**src/rtl/lzc.sv**
```systemverilog
// Streaming leading-zero counter over WORD beats of WIDTH bits.
// Chained (mode=1) or per-beat-sum (mode=0) count, one result per group.
module lzc #(
  parameter int WIDTH = 8,
  parameter int WORD  = 4
) (
  input  logic                              clk,
  input  logic                              rst_n,
  input  logic [WIDTH-1:0]                  data,
  input  logic                              Ivalid,
  input  logic                              mode,
  output logic [$clog2(WIDTH*WORD):0]       zeros,
  output logic                              Ovalid
);

  localparam int ZW = $clog2(WIDTH*WORD) + 1;
  localparam int CW = (WORD > 1) ? $clog2(WORD) : 1;

  logic [CW-1:0] cnt;
  logic [ZW-1:0] acc;
  logic          found;
  logic          mode_q;

  logic [ZW-1:0] lzv;
  logic [ZW-1:0] add;
  logic [ZW-1:0] acc_nxt;
  logic          first;
  logic          last;
  logic          cur_mode;

  // Priority encoder: highest set bit wins, all-zero gives WIDTH.
  always_comb begin
    lzv = ZW'(WIDTH);
    for (int i = 0; i < WIDTH; i++) begin
      if (data[i]) lzv = ZW'(WIDTH - 1 - i);
    end
  end

  assign first    = (cnt == '0);
  assign last     = (cnt == CW'(WORD - 1));
  assign cur_mode = first ? mode : mode_q;
  assign add      = (cur_mode && found) ? '0 : lzv;
  assign acc_nxt  = acc + add;

  always_ff @(posedge clk or negedge rst_n) begin
    if (!rst_n) begin
      cnt    <= '0;
      acc    <= '0;
      found  <= 1'b0;
      mode_q <= 1'b0;
      zeros  <= '0;
      Ovalid <= 1'b0;
    end else begin
      Ovalid <= Ivalid && last;
      if (Ivalid) begin
        mode_q <= cur_mode;
        if (last) begin
          zeros <= acc_nxt;
          cnt   <= '0;
          acc   <= '0;
          found <= 1'b0;
        end else begin
          cnt <= cnt + 1'b1;
          acc <= acc_nxt;
          if (cur_mode && data != '0) found <= 1'b1;
        end
      end
    end
  end

endmodule

```
**config.mk**
```make
export PLATFORM = sky130hd
export DESIGN_NAME = lzc
export DESIGN_NICKNAME = d
export VERILOG_FILES = /design/src/rtl/lzc.sv
export SDC_FILE = /design/constraint.sdc
export NUM_CORES = 1
export LEC_CHECK = 0
export ABC_CLOCK_PERIOD_IN_PS = 2500
export BUFFER_PORTS_ARGS = -buffer_cell sky130_fd_sc_hd__buf_2
export CORE_MARGIN = 1.5
export CORE_UTILIZATION = 45
export CTS_CLUSTER_DIAMETER = 150
export DETAILED_ROUTE_END_ITERATION = 10
export PLACE_DENSITY_LB_ADDON = 0.1
export SYNTH_ARGS = -nofsm -noshare
export SYNTH_HDL_FRONTEND = slang
export SYNTH_SLANG_ARGS = --single-unit
export TNS_END_PERCENT = 1
```
**constraint.sdc**
```tcl
create_clock -name clk -period 2.5 [get_ports clk]
set_input_delay 0.25 -clock clk [delete_from_list [all_inputs] [get_ports clk]]
set_output_delay 0.25 -clock clk [all_outputs]
set_load 0.01 [all_outputs]
```
Yosys cells after proc, flatten, opt, wreduce, memory -nomap -nowiden --
Cells that the tools add are included.
Word-level totals: input bits 12, output and inout port bits 7, word-level logic and storage cells 31, flip-flop bits (word level) 17
Cells by class: add/subtract/negate cells 2, equal/unequal tests 1, muxes and demuxes 14, reduce and logical (&&, ||, !) cells 8
Operator list (number):
- two-way mux 6 bit | 8
- two-way mux 4 bit | 2
- nonzero test 8 bit | 1
- adder 6 bit | 1
- AND reduction 2 bit | 2
- logical AND 1 bit | 3
- two-way mux 1 bit | 3
- adder 2 x 1 -> 2 bit, second input constant | 1
- == test 2 bit, second input constant | 1
- zero test 2 bit | 1
- two-way mux 2 bit | 1
- nonzero test 2 bit | 1

Depth between registers and ports, before layout --
Gate-level depths: netlist of run 1.
depth in word-level cells 11, depth in mapped cells 11, depth with buffers taken out 11

Least setup slack after synthesis of run 1 --
Ideal clock, no wire load.
kind reg-to-reg, from reg cnt[0], to reg acc[5], library setup time 0.083 ns, cell stages (with the launch flop) 10, path slack 0.218 ns, clock period less this slack 2.282 ns, buffers on the path 0, arrival time 2.200 ns, data required time 2.417 ns, path through dfrtp_1 inv_1 ha_1 mux2_2 a221oi_1 ha_1 a211oi_2 o21ba_1 or4_1 o21ai_0
On the way: cells in the longest elaborated chain, start to end 6, elaborated cells on any way between the ends 7
Ends and longest elaborated chain:
- start, declared | RTL line 19 | logic [CW-1:0] cnt;
- start signal, assigned | RTL line 63 | cnt <= cnt + 1'b1;
- zero test 2 bit | RTL line 39 | assign first = (cnt == '0);
- two-way mux 1 bit | RTL line 41 | assign cur_mode = first ? mode : mode_q;
- logical AND 1 bit | RTL line 42 | assign add = (cur_mode && found) ? '0 : lzv;
- two-way mux 6 bit | RTL line 42
- adder 6 bit | RTL line 43 | assign acc_nxt = acc + add;
- two-way mux 6 bit (*) | RTL line 57 | if (last) begin
- end signal, assigned | RTL line 64 | acc <= acc_nxt;
- end, declared | RTL line 20 | logic [ZW-1:0] acc;
Every way passes the cells marked *; elsewhere a longest branch is shown, timed or not. A chain may end at the register's enable or synchronous reset.

Final worst setup path of run 1 --
Same ends and word-level chain as after synthesis.

==> results.sh, run 1 <==
export IMPL_grt_remaining_overflow=0
export IMPL_ir_drop_v=0.000454
export IMPL_io_pins=19
export IMPL_hold_class="input port to register"
export IMPL_crit_path_cell_trace="inv_2 > ha_4 > mux2_4 > nand2_2 > nand3_1 > nor2_1 > ha_1 > buf_6 > o21ai_2 > o21ba_2 > or4_1 > o21ai_1"
export IMPL_syn_inst=97
export IMPL_layout_commonest_cell="buf_2"
export IMPL_netlist_area_sq_um=941
export IMPL_p_leak_uw=0.000568
export IMPL_drt_drc_violations_left=0
export IMPL_skew_ns=0.00158
export IMPL_place_inst=143
export IMPL_hold_viol_final=0
export IMPL_stdcell_count=151
export IMPL_period_share=0.960
export IMPL_dp_hpwl_um=1300
export IMPL_powerDensity_nw_per_um2=942
export IMPL_htree_levels=1
export IMPL_max_cap_violations=0
export IMPL_grtUsageTotal=0.168
export IMPL_die_w_um=48.7
export IMPL_ys_warn_count=0
export IMPL_drt_total_wl_um=1810
export IMPL_syn_avg_cell_area_sq_um=9.70
export IMPL_synth_seq_cells=17
export IMPL_ys_types=29
export IMPL_synth_seq_area_share=0.452
export IMPL_vias=767
export IMPL_clock_path_buffers=2
export IMPL_seq_area_sq_um=425
export IMPL_sequentialPowerShare=0.409
export IMPL_avgViaCountPerCell=5.08
export IMPL_clkPwrFrac=0.134
export IMPL_clock_latency_ns=0.29
export IMPL_setup_viol=0
export IMPL_drv_slew=0
export IMPL_final_area_sq_um=1170
export IMPL_numPortBuffers=18
export IMPL_comb_power_share=0.457
export IMPL_drtAntennaViolNets=0
export IMPL_die_h_um=48.7
export IMPL_cp_slowest_cell="dfrtp_1"
export IMPL_path_max_fanout=4
export IMPL_final_cell_mix="buf_2, dfrtp_1, nor2_1, inv_1, nand2_1"
export IMPL_multi_input_area_sq_um=502
export IMPL_synth_edff_count=0
export IMPL_status="completed"
export IMPL_drtPass1Iterations=4
export IMPL_finalCriticalPeriod_ns=2.40
export IMPL_cts_buffers=3
export IMPL_diodes=0
export IMPL_layout_drive_gt1_share=0.339
export IMPL_syn2layout_area_growth_pct=23.9
export IMPL_path_class="register to register"
export IMPL_cts_tree="built"
export IMPL_wl_per_cell_um=12.0
export IMPL_grt_pass1_wl_um=3020
export IMPL_crit_required_ns=2.72
export IMPL_grt_max_degree=18
export IMPL_initial_utilization=0.480
export IMPL_dpl_cell_area_sq_um=1080
export IMPL_p_int_uw=702
export IMPL_cpPeakStageDelay_ns=0.40
export IMPL_syn_nets=116
export IMPL_nNetsFinal=144
export IMPL_cp_arrival_ns=2.62
export IMPL_endpoint_kind="register"
export IMPL_async_flop_share=1.00
export IMPL_core_area_sq_um=1960
export IMPL_fmax_ghz=0.417
export IMPL_die_area_sq_um=2370
export IMPL_grt_antenna_before_repair=0
export IMPL_startpoint_type="register"
export IMPL_drtIter0Drc=11
export IMPL_fillers=205
export IMPL_clkSlewWorstSetupHoldPaths_ns=0.09
export IMPL_rows=16
export IMPL_max_slew_margin=0.745
export IMPL_ys_flop_type="dfrtp_1"
export IMPL_max_slew_worst_pin_slew_ns=0.382
export IMPL_switching_share=0.361
export IMPL_rsz0062_at_grt="true"
export IMPL_clock_sinks=17
export IMPL_grt_pass1_vias=707
export IMPL_root_buffer="clkbuf_4"
export IMPL_ff2ff_setup_slack_ns=0.10
export IMPL_p_sw_uw=396
export IMPL_place_congestion=0.803
final cells by class:
type                       count  area share
sequential                    17       0.365
tap                           27      0.0290
inverter                      10      0.0322
clock buffer                   4      0.0225
multi-input combinational     69       0.430
timing repair buffer          24       0.121
flip-flops by register name (all words and copies together) (netlist names):
| name | count |
|---|---|
| found | 1 |
| cnt | 2 |
| mode_q | 1 |
| zeros | 6 |
| acc | 6 |
| Ovalid | 1 |
per-layer routing:
metal	GRT usage	vias to the layer above	routed length [um]
li1	-	396	-
met1	0.222	347	871
met2	0.247	16	814
met3	0.0525	8	77
met4	0.0905	0	51
met5	0	-	0
repair_timing:
action,in CTS,in global routing
setup buffers,0,3
gates resized for setup,2,9
hold buffers,1,0
endpoints found under the hold margin,17,0
pin swaps,1,2
setup endpoints to repair,1,7
through the flow:
stage | hold slack [ns] | TNS, ns | setup WS, ns | util | power, uW
floorplan | -0.0456 | 0 | 0.218 | - | 741
global placement | 0.187 | 0 | 0.0966 | 0.548 | 867
detailed placement | 0.191 | 0 | 0.0230 | 0.548 | 875
CTS | 0.190 | 0 | 0.0193 | 0.571 | 1040
global route | 0.194 | -0.0639 | -0.0323 | 0.594 | 1190
finish | 0.208 | 0 | 0.100 | 0.594 | 1100
worst max-delay path: cells and delay by family (launching register included):
kind | cells | cell delay (ns)
simple gates | 4 | 0.70
fa+ha+maj | 2 | 0.35
mux | 1 | 0.32
flops | 1 | 0.40
buf+inv | 2 | 0.21
compound gates | 3 | 0.36
cells in the mapped netlist, types with 2 or more instances:
library cell | number | area (sq um)
a21oi_1 | 3 | 15.0
a31o_2 | 2 | 17.5
a31oi_1 | 3 | 18.8
dfrtp_1 | 17 | 425
ha_1 | 6 | 75.1
inv_1 | 10 | 37.5
mux2_2 | 4 | 45.0
nand2_1 | 9 | 33.8
nand3_1 | 2 | 10.0
nor2_1 | 12 | 45.0
nor2b_1 | 3 | 18.8
o21ai_0 | 7 | 35.0
o31ai_1 | 2 | 15.0
xnor2_1 | 2 | 17.5
worst paths after layout:
path	startpoint	to	depth (start not counted)
setup reg to reg	cnt[0]	acc[5]	12
max in group asynchronous	rst_n	cnt[0]	2
hold reg to reg	acc[4]	acc[4]	1
min in group asynchronous	rst_n	zeros[3]	2
hold / removal	mode	mode_q	2
setup / recovery	cnt[0]	acc[5]	12
power by group through the flow:
stage | combinational, uW | sequential, uW | clock (uW)
global route | 564 | 460 | 170
finish | 502 | 449 | 147
CTS | 434 | 447 | 158
global placement | 419 | 448 | 0
detailed placement | 424 | 451 | 0
floorplan | 279 | 463 | 0
logic make-up (layout without fill, tap and decap cells):
logic type      after synthesis  after routing  share of synthesized area
compound gates               25             25                      0.184
xor+xnor                      2              2                     0.0186
fa+ha+maj                     7              7                      0.101
buf+inv                      11             38                     0.0439
flops                        17             17                      0.452
mux                           5              5                     0.0585
simple gates                 30             30                      0.142
Power figures use the tool's default switching activity.
==> run 2: changes to the inputs <==
--- a/config.mk
+++ b/config.mk
@@ -11,8 +11,8 @@
 export CORE_UTILIZATION = 45
 export CTS_CLUSTER_DIAMETER = 150
 export DETAILED_ROUTE_END_ITERATION = 10
-export PLACE_DENSITY_LB_ADDON = 0.1
+export PLACE_DENSITY_LB_ADDON = 0.3
 export SYNTH_ARGS = -nofsm -noshare
 export SYNTH_HDL_FRONTEND = slang
 export SYNTH_SLANG_ARGS = --single-unit
-export TNS_END_PERCENT = 1
+export TNS_END_PERCENT = 100
==> results.sh, run 2 (synthesis results as in run 1) <==
export IMPL_clock_path_buffers=2
export IMPL_rows=16
export IMPL_cts_tree="built"
export IMPL_grt_pass1_wl_um=3100
export IMPL_drv_slew=0
export IMPL_die_area_sq_um=2370
export IMPL_grt_antenna_before_repair=0
export IMPL_syn2layout_area_growth_pct=22.1
export IMPL_powerDensity_nw_per_um2=918
export IMPL_wl_per_cell_um=12.2
export IMPL_layout_drive_gt1_share=0.328
export IMPL_max_slew_worst_pin_slew_ns=0.420
export IMPL_diodes=0
export IMPL_hold_viol_final=0
export IMPL_dp_hpwl_um=1300
export IMPL_finalPower_uw=1050
export IMPL_vias=769
export IMPL_p_leak_uw=0.000556
export IMPL_place_congestion=0.842
export IMPL_die_w_um=48.7
export IMPL_cpPeakStageDelay_ns=0.39
export IMPL_critPathLaunch="cnt[1]"
export IMPL_crit_path_frequent_cell="ha_2"
export IMPL_grt_pass1_vias=701
export IMPL_worst_path_stages=11
export IMPL_drt_drc_violations_left=0
export IMPL_cpLargestDelayFamily="simple AND/OR/NAND/NOR gates"
export IMPL_period_share=0.957
export IMPL_largest_registers="acc: 6 flops, zeros: 6 flops, cnt: 2 flops"
export IMPL_hold_class="input port to register"
export IMPL_startpoint_type="register"
export IMPL_clock_latency_ns=0.29
export IMPL_crit_required_ns=2.71
export IMPL_seq_area_sq_um=425
export IMPL_fmax_ghz=0.418
export IMPL_ff2ff_setup_slack_ns=0.11
export IMPL_grt_remaining_overflow=0
export IMPL_htree_levels=1
export IMPL_die_h_um=48.7
export IMPL_layout_commonest_cell="buf_2"
export IMPL_setup_viol=0
export IMPL_grtUsageTotal=0.172
export IMPL_numPortBuffers=18
export IMPL_avgViaCountPerCell=5.16
export IMPL_critPathBufInv=1
export IMPL_grt_max_degree=18
export IMPL_cts_buffers=3
export IMPL_root_buffer="clkbuf_4"
export IMPL_crit_path_cell_trace="inv_1 > ha_2 > mux2_4 > nand2_1 > nand3_1 > nor2_1 > ha_2 > o21ai_2 > o21ba_2 > or4_1 > o21ai_0"
export IMPL_clock_sinks=17
export IMPL_skew_ns=0.00583
export IMPL_max_cap_violations=0
export IMPL_initial_utilization=0.480
export IMPL_worstRegToRegCells=11
export IMPL_clkSlewWorstSetupHoldPaths_ns=0.09
export IMPL_fillers=193
export IMPL_drtIter0Drc=4
export IMPL_holdPathStages=2
export IMPL_core_area_sq_um=1960
export IMPL_utilization=0.585
export IMPL_max_slew_margin=0.718
export IMPL_path_max_fanout=4
export IMPL_nNetsFinal=142
export IMPL_status="completed"
export IMPL_crit_end="acc[5]"
export IMPL_worstReg2RegEnd="acc[5]"
export IMPL_timing_rr_start="cnt[1]"
export IMPL_multi_input_area_sq_um=503
export IMPL_drt_total_wl_um=1820
export IMPL_drtPass1Iterations=2
export IMPL_endpoint_kind="register"
export IMPL_ir_drop_v=0.000549
export IMPL_finalCriticalPeriod_ns=2.39
export IMPL_cp_arrival_ns=2.60
export IMPL_path_class="register to register"
export IMPL_io_pins=19
export IMPL_drtAntennaViolNets=0
export IMPL_final_cell_mix="buf_2, dfrtp_1, nor2_1, inv_1, nand2_1"
export IMPL_cp_slowest_cell="dfrtp_1"
## run 2: changes by cell type in the layout (fill, tap and decap cells not counted), sizes merged
| cell | previous run | this run |
|---|---|---|
| buf | 23 | 21 |
## run 2: worst min path at each step
stage,startpoint,endpoint
final,mode,mode_q
after global routing,mode,mode_q
after CTS,mode,mode_q
after detailed placement,rst_n,zeros[2]
after global placement,rst_n,zeros[3]
after floorplan,rst_n,Ovalid
## run 2: per-stage QoR
| step | instances | TNS (ns) | setup slack [ns] | hold slack (ns) | instance area [sq um] |
|---|---|---|---|---|---|
| CTS | 146 | 0 | 0.0110 | 0.200 | 1100 |
| floorplan | 97 | 0 | 0.218 | -0.0456 | 941 |
| global route | 149 | -0.00506 | -0.00506 | 0.208 | 1150 |
| finish | 149 | 0 | 0.108 | 0.206 | 1150 |
| detailed placement | 141 | 0 | 0.0392 | 0.189 | 1060 |
| global placement | 141 | 0 | 0.0539 | 0.186 | 1060 |
## run 2: power by group
group | leakage, uW | total [uW] | switching (uW) | internal [uW]
Sequential | 0.000216 | 448 | 64.1 | 384
Clock | 0.0000150 | 147 | 85.2 | 62.1
Combinational | 0.000325 | 459 | 232 | 226
## run 2: cell type report
cell class,instances,share of cell area
Sequential cell,17,0.370
Timing Repair Buffer,22,0.107
Tap cell,27,0.0294
Clock buffer,4,0.0229
Multi-Input combinational cell,69,0.438
Inverter,10,0.0327
## run 2: what timing repair did
action | in CTS | in global routing
hold buffers | 1 | 0
hold endpoints to repair | 17 | 0
gates resized for setup | 0 | 9
buffers inserted | 0 | 3
setup endpoints to repair | 0 | 6
## run 2: layer usage
layer / share of wire / global-route usage / up-vias / routed length [um]
met5: 0 / 0 / - / 0
met4: 0.0060 / 0.0429 / 0 / 11
met3: 0.033 / 0.0463 / 2 / 61
met2: 0.51 / 0.301 / 11 / 926
met1: 0.45 / 0.208 / 367 / 823
li1: - / - / 389 / -
==> run 3: changes to the inputs <==
--- a/config.mk
+++ b/config.mk
@@ -8,7 +8,7 @@
 export ABC_CLOCK_PERIOD_IN_PS = 2500
 export BUFFER_PORTS_ARGS = -buffer_cell sky130_fd_sc_hd__buf_2
 export CORE_MARGIN = 1.5
-export CORE_UTILIZATION = 45
+export CORE_UTILIZATION = 47
 export CTS_CLUSTER_DIAMETER = 150
 export DETAILED_ROUTE_END_ITERATION = 10
 export PLACE_DENSITY_LB_ADDON = 0.3
==> results.sh, run 3 (synthesis results as in run 1) <==
export IMPL_initial_utilization=0.490
export IMPL_wl_per_cell_um=11.9
export IMPL_hold_viol_final=0
export IMPL_crit_path_cell_trace="inv_2 > ha_2 > mux2_4 > nand2_1 > nand3_1 > nor2_1 > ha_2 > a211oi_2 > o21ba_2 > or4_1 > o21ai_0"
export IMPL_fmax_ghz=0.424
export IMPL_setup_tns_ns=0
export IMPL_clock_sinks=17
export IMPL_ir_drop_v=0.000456
export IMPL_rows=16
export IMPL_setup_viol=0
export IMPL_layout_commonest_cell="buf_2"
export IMPL_drtIter0Drc=24
export IMPL_drt_drc_violations_left=0
export IMPL_root_buffer="clkbuf_4"
export IMPL_holdPathStages=2
export IMPL_finalCriticalPeriod_ns=2.36
export IMPL_top_layer="met4"
export IMPL_startpoint_type="register"
export IMPL_grt_max_degree=18
export IMPL_core_area_sq_um=1920
export IMPL_met2WireLength_um=876
export IMPL_place_congestion=0.789
export IMPL_grtUsageTotal=0.170
export IMPL_wl_met1_um=805
export IMPL_crit_path_frequent_cell="ha_2"
export IMPL_hold_class="input port to register"
export IMPL_drtPass1Iterations=4
export IMPL_cpLargestDelayFamily="simple AND/OR/NAND/NOR gates"
export IMPL_powerDensity_nw_per_um2=918
export IMPL_final_cell_mix="buf_2, dfrtp_1, nor2_1, nand2_1, inv_1"
export IMPL_path_class="register to register"
export IMPL_diodes=0
export IMPL_cts_tree="built"
export IMPL_grt_remaining_overflow=0
export IMPL_status="completed"
export IMPL_avgViaCountPerCell=5.15
export IMPL_cp_slowest_cell="dfrtp_1"
export IMPL_clkSlewWorstSetupHoldPaths_ns=0.10
export IMPL_finalPower_uw=1040
export IMPL_die_area_sq_um=2280
export IMPL_grt_antenna_before_repair=0
export IMPL_vias=757
export IMPL_drv_slew=0
export IMPL_path_max_fanout=4
export IMPL_cp_arrival_ns=2.58
export IMPL_io_pins=19
export IMPL_clock_path_buffers=2
export IMPL_clock_latency_ns=0.30
export IMPL_grt_pass1_wl_um=2620
export IMPL_grt_pass1_vias=628
export IMPL_max_cap_violations=0
export IMPL_drt_total_wl_um=1750
export IMPL_worst_path_stages=11
export IMPL_largest_registers="acc: 6 flops, zeros: 6 flops, cnt: 2 flops"
export IMPL_worstRegToRegCells=11
export IMPL_wl_met3_um=42
export IMPL_numPortBuffers=18
export IMPL_cpPeakStageDelay_ns=0.42
export IMPL_max_slew_margin=0.709
export IMPL_die_w_um=47.7
export IMPL_critPathBufInv=1
export IMPL_syn2layout_area_growth_pct=19.8
export IMPL_crit_required_ns=2.72
export IMPL_skew_ns=0.00412
export IMPL_layout_drive_gt1_share=0.333
export IMPL_drtAntennaViolNets=0
export IMPL_dp_hpwl_um=1270
export IMPL_htree_levels=1
export IMPL_rsz0062_at_grt="false"
export IMPL_endpoint_kind="register"
export IMPL_p_leak_uw=0.000546
export IMPL_nNetsFinal=140
export IMPL_period_share=0.944
export IMPL_cts_buffers=3
export IMPL_max_slew_worst_pin_slew_ns=0.432
export IMPL_die_h_um=47.7
[run 3: repair_timing]
item | in CTS | in global routing
gates resized for setup | 0 | 9
hold buffers | 1 | 0
buffers inserted | 0 | 1
hold endpoints to repair | 17 | 0
endpoints found under the setup margin | 0 | 6
[run 3: through the flow]
| stage | util | setup WS [ns] | hold WS (ns) | std cells | instance area (sq um) |
|---|---|---|---|---|---|
| after floorplan | - | 0.218 | -0.0456 | 97 | 941 |
| after global placement | 0.552 | 0.0757 | 0.194 | 141 | 1060 |
| after detailed placement | 0.552 | 0.0443 | 0.188 | 141 | 1060 |
| after CTS | 0.572 | 0.00252 | 0.202 | 146 | 1100 |
| after global routing | 0.587 | 0.0162 | 0.206 | 147 | 1130 |
| final | 0.587 | 0.141 | 0.205 | 147 | 1130 |
[run 3: report_power, final]
| group | leakage, uW | internal (uW) | switching [uW] | total (uW) |
|---|---|---|---|---|
| Combinational | 0.000312 | 212 | 223 | 435 |
| Clock | 0.0000177 | 59.7 | 92.2 | 152 |
| Sequential | 0.000216 | 384 | 64.7 | 448 |
| Total | 0.000546 | 655 | 380 | 1040 |
[run 3: worst register-to-register path: cells and delay by family (launching register included)]
kind | cells | cell delay, ns
AOI/OAI and AO/OA | 3 | 0.39
and+or+nand+nor | 4 | 0.68
muxes | 1 | 0.32
buffers and inverters | 1 | 0.07
adders and majority gates | 2 | 0.42
DFF | 1 | 0.42
[run 3: final timing paths]
check / start / to / slack, ns
worst max-delay path: cnt[1] / acc[5] / 0.14
worst min-delay path: mode / mode_q / 0.20
worst max register to register: cnt[1] / acc[5] / 0.14
worst min register to register: zeros[3] / zeros[3] / 0.48
max in group asynchronous: rst_n / zeros[0] / 1.83
min in group asynchronous: rst_n / zeros[4] / 0.40
[run 3: per-layer routing]
layer  up-vias  global-route usage
met2        12               0.259
met3         4              0.0453
li1        390                   -
met1       351               0.223
met5         -                   0
met4         0              0.0811
[run 3: final cells by class]
class,count,area [sq um]
repair buffers,20,108
inverters,10,37.5
fillers,188,795
multi-input cells,69,495
clock inverters,1,5.00
flip-flops and latches,17,425
clock buffers,3,22.5
well taps,27,33.8
